===== config.mk =====
export PLATFORM = sky130hd
export DESIGN_NAME = mul_addtree_2_stage
export DESIGN_NICKNAME = d
export VERILOG_FILES = /design/src/rtl/mul_addtree_2_stage.sv
export SDC_FILE = /design/constraint.sdc
export NUM_CORES = 1
export LEC_CHECK = 0
export BUFFER_PORTS_ARGS = -buffer_cell sky130_fd_sc_hd__clkbuf_2
export CAP_MARGIN = 15
export CORE_MARGIN = 2
export CORE_UTILIZATION = 45
export CTS_BUF_LIST = sky130_fd_sc_hd__clkbuf_16
export DETAILED_ROUTE_END_ITERATION = 16
export PLACE_DENSITY_LB_ADDON = 0.08
export SKIP_LAST_GASP = 1
export SLEW_MARGIN = 20
export SYNTH_ARGS = -nofsm -noshare
export SYNTH_HDL_FRONTEND = slang
export SYNTH_SLANG_ARGS = --single-unit

===== constraint.sdc =====
create_clock -name clk -period 5.2 [get_ports clk]
set_clock_uncertainty 0.05 [all_clocks]
set_input_delay 0.26 -clock clk [delete_from_list [all_inputs] [get_ports clk]]
set_output_delay 0.26 -clock clk [all_outputs]
set_load 0.03 [all_outputs]

===== src/rtl/mul_addtree_2_stage.sv =====
`default_nettype none
// ============================================================================
// Module      : mul_addtree_2_stage
// Description : Unsigned WIDTH x WIDTH multiplier built as a shift-and-add
//               tree. It has two register stages and a throughput of one
//               operand pair per clock. The fixed latency is 2 edges. There
//               is no handshake, so the consumer counts cycles.
// Ports       : clk  - clock; all state updates on the rising edge
//               clr  - synchronous active-high clear of every register
//               x    - multiplicand, unsigned, WIDTH bits
//               y    - multiplier, unsigned, WIDTH bits
//               out  - registered product x*y, unsigned, 2*WIDTH bits
// Revision    : 1.0 - initial release
// ============================================================================
module mul_addtree_2_stage #(
  parameter int WIDTH = 4
) (
  input  logic               clk,
  input  logic               clr,
  input  logic [WIDTH-1:0]   x,
  input  logic [WIDTH-1:0]   y,
  output logic [2*WIDTH-1:0] out
);

  localparam int c_PW   = 2 * WIDTH;
  localparam int c_HALF = WIDTH / 2;

  // Partial products. Each one is zero-extended to full product width
  // before the shift, so no bits are lost.
  logic [c_PW-1:0] w_pp [WIDTH];

  generate
    for (genvar gi = 0; gi < WIDTH; gi++) begin : g_pp
      assign w_pp[gi] = y[gi] ? ({{WIDTH{1'b0}}, x} << gi) : '0;
    end
  endgenerate

  // Stage-1 next state: the lower and upper halves of the tree are summed
  // separately. The full-width accumulators cannot overflow, because every
  // partial sum is bounded by the full product.
  logic [c_PW-1:0] s_lo_d, s_hi_d;

  always_comb begin
    s_lo_d = '0;
    s_hi_d = '0;
    for (int i = 0; i < c_HALF; i++) begin
      s_lo_d = s_lo_d + w_pp[i];
    end
    for (int i = c_HALF; i < WIDTH; i++) begin
      s_hi_d = s_hi_d + w_pp[i];
    end
  end

  logic [c_PW-1:0] s_lo_q, s_hi_q;
  logic [c_PW-1:0] out_d, out_q;

  // Stage-2 next state: combine the two half-trees.
  assign out_d = s_lo_q + s_hi_q;

  always_ff @(posedge clk) begin
    if (clr) begin
      s_lo_q <= '0;
      s_hi_q <= '0;
      out_q  <= '0;
    end else begin
      s_lo_q <= s_lo_d;
      s_hi_q <= s_hi_d;
      out_q  <= out_d;
    end
  end

  assign out = out_q;

endmodule
`default_nettype wire


==> Word-level counts from Yosys, hierarchy flattened <==
Index checks and enable logic that the tools add are counted.
{ "totals": {"regBits": 24, "latchBits": 0, "ram_bits": 0, "romBits": 0, "input_bits": 10, "out_inout_bits": 8, "elab_cells": 10, "n_memories": 0} }
{ "classes": {"addsub": 3, "n_mul": 0, "div": 0, "magnitude_cmp": 0, "eq_ne": 0, "n_shift": 0, "n_mux": 4, "bitwise": 0, "n_reduce_logical": 0} }
{ "ops": {"columns": ["cell", "count"], "rows": [
  ["adder 6 x 7 -> 8 bit", 1],
  ["adder 8 bit", 1],
  ["two-way mux 7 bit", 1],
  ["adder 4 x 5 -> 6 bit", 1],
  ["two-way mux 6 bit", 1],
  ["two-way mux 5 bit", 1],
  ["two-way mux 4 bit", 1]
]} }

==> Longest topological paths before layout <==
Gate-level depths: netlist (run 1).
{ "depth": {"ltp_word": 2, "ltp_mapped": 7, "ltp_nobuf": 7} }

==> Worst setup path after synthesis (run 1) <==
No wires, ideal clock.
{ "synth_path": {"kind": "register to register", "from": "reg s_lo_q[2]", "to": "reg out_q[6], in the netlist out[6]", "setup_ps": 121, "arrival_ps": 1507, "required_time_ps": 5029, "setup_slack_ps": 3523, "stages_incl_launch_ff": 6, "n_path_buf": 0, "period_less_slack_ps": 1677, "path_cell_list": "dfxtp_1 ha_1 fa_1 a21o_1 a21oi_1 mux2_2"} }
{ "synth_via": {"elab_chain_cells": 1} }
{ "synth_lines": {"columns": ["element", "line", "source"], "rows": [
  ["start, declared", "54", "logic [c_PW-1:0] s_lo_q, s_hi_q;"],
  ["start signal, assigned", "66", "s_lo_q <= s_lo_d;"],
  ["adder 8 bit", "58", "assign out_d = s_lo_q + s_hi_q;"],
  ["end signal, assigned", "68", "out_q <= out_d;"],
  ["end, declared", "55", "logic [c_PW-1:0] out_d, out_q;"]
]} }
No other way between the ends.
A chain may end at the register's enable or synchronous reset.

==> Final worst setup path (run 1) <==
Ends and elaborated chain as after synthesis.

==> metrics.txt, run 1 <==
Starting Density=46.2%; largest net degree at the start of global routing=23; worst-path maximum fanout=2; fin cells=145; sequential fraction of the synthesis area=40.3%; FP Rows=17; routed len/inst=10.4 um; worst-case clock buffer depth=2; min cycle time layout=1.76 ns; CP startpoint kind=flop; Via Count=690; Mapped Cells=98; Synth Register Bits=20; Vias/cell=4.76; gr usage total=13.6%; Area Growth Syn to Fin=21.5%; critical path endpoint category=flop; top-area cell type share of the netlist area=40.3%; Worst Tran Pin Value=0.407 ns; hpwl dp=1.16 mm; sw frac=20.8%; Internal=0.000338 W; syn_area_per_cell=10.1 um^2; CP top delay family=adder cells; crit path kind=flop to flop; Comb pwr share=12.2%; Iteration-0 DRC Markers=7; first-pass GRT wire length=2.57 mm; vias in the first global route=633; Skew-Pair Late Insertion Delay=0.25 ns; RSZ-0062 raised after global routing=false; distinct cell type count after synthesis=21; CTS Root Cell=clkbuf_16; share of cells above drive strength 1=21.4%; grt ovf=0; Syn. warnings=0; Die H=51.0 um; CTS tree=done; worst-path cell chain=ha_1, fa_1, a21o_1, a21oi_1, mux2_2; Worst R2R Setup Slack=3.44 ns; pwr/cell area=354 nW/um^2; Flop pwr share=39.0%; maxcap violations=0; max_slew headroom=72.9%; Post-Route WL=1.51 mm; Hold WS=0.248 ns; CTS Hold Buffers Added=0; CP max-delay cell=fa_1; Pre-antenna DRT Iters=4; port bufs=17; clock buffer count from CTS=3; postcts setup bufs=0; CP arrival=1.85 ns; period utilization=33.8%; die footprint=2600 um^2; outcome=completed; Inst Count DP=141; Leak=0.646 nW; Syn Nets=121; Req. time, crit path=5.29 ns; die width=51.0 um; total power=0.000427 W; htree depth=1; worst min path class=input pin to flop; final hold violations=0; DRC=0; setup violators final=0; Psw=0.0000888 W; critical path's largest stage delay=0.41 ns; clock-pin transition on the worst setup and hold timing paths=0.06 ns; Max Fclk=0.568 GHz; ant diodes=0; gpl congestion=0.741; Area contributors post-synth=dfxtp_1 (40%), ha_1 (13%), and2_1 (6.3%), nor2b_1 (6.3%), fa_1 (6.0%); pins over their slew limit=0; Post-DRT Antenna Nets=0; fin util=56.2%; CTS Sinks=20; post-CTS sizing=0; synthesized cell area=993 um^2; core area=2150 um^2; initial antenna violation count=0; Yosys top cell by area=dfxtp_1; clock network power share=48.8%; VDD IR max=202 uV; setup TNS=0 ns; io pins=18; nets=141; worst path bufs/invs=0
path summary, 6_finish.rpt:
check	endpoint	start	depth (start not counted)
max	out[6]	s_lo_q[2]	5
min reg2reg	out[0]	s_lo_q[0]	1
max reg2reg	out[6]	s_lo_q[2]	5
min	s_lo_q[5]	y[1]	3
power groups by stage:
stage | registers, W | clock network (W) | logic (W)
after global placement | 0.000170 | 0 | 0.0000520
after CTS | 0.000167 | 0.000213 | 0.0000533
after global routing | 0.000168 | 0.000218 | 0.0000593
after floorplan | 0.000177 | 0 | 0.0000304
final | 0.000167 | 0.000208 | 0.0000523
after detailed placement | 0.000170 | 0 | 0.0000524
kinds of logic (layout without fill, tap and decap cells):
family	Yosys count	in the layout	share of synthesized area [%]
AOI/OAI and AO/OA	14	14	9.57
xor gates and xnor gates	3	3	2.65
adders and majority gates	13	13	18.6
buffers and inverters	6	25	2.64
DFF	20	20	40.3
muxes	5	5	5.42
and+or+nand+nor	37	37	20.8
per-layer routing:
metal / vias to the layer above / global-route usage [%] / routed length (um)
met5: - / 0 / 0
li1: 361 / - / -
met3: 5 / 2.63 / 70
met4: 0 / 10.8 / 51
met1: 305 / 14.9 / 658
met2: 19 / 22.9 / 725
metrics by stage:
step	setup slack (ns)	cell area, um^2
after floorplan	3.52	993
after global placement	3.47	1100
after detailed placement	3.45	1100
after CTS	3.43	1210
after global routing	3.36	1210
final	3.44	1210
cell usage after synthesis:
library cell / instances
nor2_1: 9
xnor2_1: 2
ha_1: 10
inv_1: 4
mux2_2: 2
fa_1: 3
buf_4: 1
a21oi_1: 6
nor2b_1: 10
a22oi_2: 1
mux2_1: 1
and3_1: 1
xor2_1: 1
and2b_2: 1
dfxtp_1: 20
clkbuf_1: 1
and3b_1: 2
and2_1: 10
a21o_1: 7
mux2i_1: 2
nand2_1: 4
tightest hold or removal path: stages:
cell and delay [ns]:
clkbuf_2 0.11, nand2_1 0.08, nor2_1 0.05
final cells by class:
class,count,area (um^2)
well taps,28,35.0
clock inverters,1,30.0
clock buffers,3,75.1
fillers,193,941
repair buffers,17,85.1
multi-input cells,72,567
flip-flops and latches,20,400
inverters,4,15.0
cells in the final DEF (no fill, tap or decap), types with 3 or more instances in the layout:
cell and count:
clkbuf_2 17, and2_1 10, inv_1 4, nand2_1 4
nor2_1 9, dfxtp_1 20, a21o_1 7, ha_1 10
a21oi_1 6, fa_1 3, clkbuf_16 3, nor2b_1 10
flip-flops by register name, summed over array words and instances (netlist names):
| register | flops |
|---|---|
| s_lo_q | 6 |
| s_hi_q | 6 |
| out | 8 |
Power figures use the tool's default switching activity.
==> run 2: changes to the inputs <==
ABC_AREA = 1   (was default)
clock period = 1.4 ns   (was 5.2 ns; I/O delays follow)
==> metrics.txt, run 2 <==
hpwl dp=1.38 mm (was 1.16 mm); CP arrival=1.47 ns (was 1.85 ns); setup violators final=0 (unchanged); min cycle time layout=1.37 ns (was 1.76 ns); pins over their slew limit=0 (unchanged); Leak=0.727 nW (was 0.646 nW); GR Util met3=4.60% (was 2.63%); most frequent cells after synthesis=inv_1 (29), nand2_1 (26), dfxtp_1 (20) (was dfxtp_1 (20), and2_1 (10), ha_1 (10), nor2b_1 (10), nor2_1 (9)); nets=179 (was 141); Inst Count DP=179 (was 141); DRC=0 (unchanged); Synth Register Bits=20 (unchanged); Die H=51.9 um (was 51.0 um); Syn Nets=157 (was 121); Final WS setup=0.0271 ns (was 3.44 ns); synthesized cell area=1030 um^2 (was 993 um^2); post-synthesis async set-or-reset flop share=0% (unchanged); port bufs=17 (unchanged); top-area cell type share of the netlist area=38.8% (was 40.3%); clock-pin transition on the worst setup and hold timing paths=0.05 ns (was 0.06 ns); routed len/inst=9.31 um (was 10.4 um); CP startpoint kind=flop (unchanged); Non-Filler Cell Area, Final=1230 um^2 (was 1210 um^2); GR peak layer=met2 (unchanged); pwr/cell area=1130 nW/um^2 (was 354 nW/um^2); Pre-antenna DRT Iters=4 (unchanged); htree depth=1 (unchanged); core area=2190 um^2 (was 2150 um^2); Vias/cell=4.54 (was 4.76); setup TNS=0 ns (unchanged); ys flop type=dfxtp_1 (unchanged); gpl congestion=0.787 (was 0.741); die footprint=2690 um^2 (was 2600 um^2); sequential fraction of the synthesis area=38.8% (was 40.3%); Hold WS=0.0507 ns (was 0.248 ns); share of cells above drive strength 1=19.4% (was 21.4%); max_slew headroom=81.5% (was 72.9%); Area Growth Syn to Fin=19.8% (was 21.5%); Via Count=831 (was 690); worst min path class=input pin to flop (unchanged); Post-DP Area=1150 um^2 (was 1100 um^2); most common cell after layout, fill and taps aside=inv_1 (was dfxtp_1); VDD IR max=797 uV (was 202 uV); Area contributors post-synth=dfxtp_1 (39%), ha_1 (12%), inv_1 (11%), nand2_1 (9.5%), fa_1 (5.8%) (was dfxtp_1 (40%), ha_1 (13%), and2_1 (6.3%), nor2b_1 (6.3%), fa_1 (6.0%)); met1 Use GR=18.1% (was 14.9%); worst-path maximum fanout=2 (unchanged); outcome=completed (unchanged); critical path endpoint category=flop (unchanged); Yosys top cell by area=dfxtp_1 (unchanged); pre-CTS setup slack=-0.0397 ns (was 3.45 ns); FP Rows=17 (unchanged); Syn. warnings=0 (unchanged); worst r2r path cells=8 (was 5); EDFF count, synth=0 (unchanged); met2 Use GR=27.2% (was 22.9%); clock network power share=40.3% (was 48.8%); clock buffer count from CTS=3 (unchanged); CTS Sinks=20 (unchanged); largest net degree at the start of global routing=13 (was 23); Worst Tran Pin Value=0.278 ns (was 0.407 ns); Skew-Pair Late Insertion Delay=0.24 ns (was 0.25 ns); Req. time, crit path=1.49 ns (was 5.29 ns); Post-Route WL=1.70 mm (was 1.51 mm); Hold Path Stages=3 (unchanged); count leader, synth=inv_1 (was dfxtp_1); RSZ-0062 raised after global routing=true (was false); grt ovf=0 (unchanged); first-pass GRT wire length=3.17 mm (was 2.57 mm); worst-case clock buffer depth=2 (unchanged); CTS Root Cell=clkbuf_16 (unchanged); ant diodes=0 (unchanged); fin cells=183 (was 145); postcts setup bufs=0 (unchanged); io pins=18 (unchanged); CTS tree=done (unchanged); crit path kind=flop to flop (unchanged); Mapped Cells=134 (was 98); Internal=0.00106 W (was 0.000338 W); Psw=0.000335 W (was 0.0000888 W); Comb pwr share=15.4% (was 12.2%); Post-DRT Antenna Nets=0 (unchanged); syn_area_per_cell=7.69 um^2 (was 10.1 um^2); final hold violations=0 (unchanged); gr usage total=15.8% (was 13.6%); initial antenna violation count=0 (unchanged); period utilization=98.1% (was 33.8%); commonest non-fill, non-tap cells in the layout=inv_1 (29), nand2_1 (26), dfxtp_1 (20) (was dfxtp_1 (20), clkbuf_2 (17), and2_1 (10), nor2b_1 (10), ha_1 (10)); Starting Density=47.1% (was 46.2%); distinct cell type count after synthesis=20 (was 21); vias in the first global route=807 (was 633); die width=51.9 um (was 51.0 um); maxcap violations=0 (unchanged); Max Fclk=0.728 GHz (was 0.568 GHz); Iteration-0 DRC Markers=14 (was 7); Largest register FFs=8 (unchanged); Flop pwr share=44.4% (was 39.0%); sw frac=23.9% (was 20.8%)
==> run 2: area by class of cell <==
| class | instances | area [um^2] |
|---|---|---|
| Multi-Input combinational cell | 83 | 515 |
| Clock buffer | 3 | 75.1 |
| Tap cell | 28 | 35.0 |
| Inverter | 30 | 113 |
| Clock inverter | 1 | 3.75 |
| Sequential cell | 20 | 400 |
| Timing Repair Buffer | 18 | 92.6 |
| Fill cell | 209 | 956 |
==> run 2: kinds of logic after synthesis <==
group           Yosys count  share of synthesized area (%)
simple gates             54                           22.3
buf+inv                  31                           12.0
flops                    20                           38.8
compound gates           16                           8.86
fa+ha+maj                13                           18.0
==> run 2: worst paths after layout <==
| kind | startpoint | endpoint | slack [ns] |
|---|---|---|---|
| hold / removal | y[0] | s_lo_q[0] | 0.05 |
| setup reg to reg | s_lo_q[2] | out[6] | 0.03 |
| setup / recovery | s_lo_q[2] | out[6] | 0.03 |
| hold reg to reg | s_lo_q[1] | out[1] | 0.35 |
==> run 2: per-layer routing <==
| metal | part of all wire, % | vias up |
|---|---|---|
| li1 | - | 450 |
| met1 | 47 | 352 |
| met2 | 48 | 25 |
| met3 | 3.5 | 4 |
| met4 | 1.8 | 0 |
| met5 | 0 | - |
==> run 2: worst max-delay path: stages, from the launching register on <==
cell and delay [ns]:
dfxtp_1 0.30, ha_2 0.19, fa_2 0.34, nand2_1 0.06
nand2_1 0.06, a21oi_2 0.13, nand2_1 0.06, nand2_1 0.05
nor2_1 0.04
==> run 2: power groups by stage <==
stage | combinational [W] | clock [W] | sequential [W]
global route | 0.000251 | 0.000612 | 0.000624
floorplan | 0.000123 | 0 | 0.000661
CTS | 0.000217 | 0.000582 | 0.000621
detailed placement | 0.000213 | 0 | 0.000633
global placement | 0.000210 | 0 | 0.000632
finish | 0.000215 | 0.000563 | 0.000620
==> run 2: timing repair <==
item | in CTS | in global routing
hold buffers | 0 | 0
gates cloned | 0 | 0
endpoints found under the setup margin | 1 | 1
pin swaps | 0 | 0
resized for setup | 2 | 0
==> run 2: through the flow <==
| stage | total power [W] | util, % |
|---|---|---|
| floorplan | 0.000784 | - |
| global placement | 0.000842 | 52.5 |
| detailed placement | 0.000846 | 52.5 |
| CTS | 0.00142 | 56.4 |
| global route | 0.00149 | 56.4 |
| finish | 0.00140 | 56.4 |
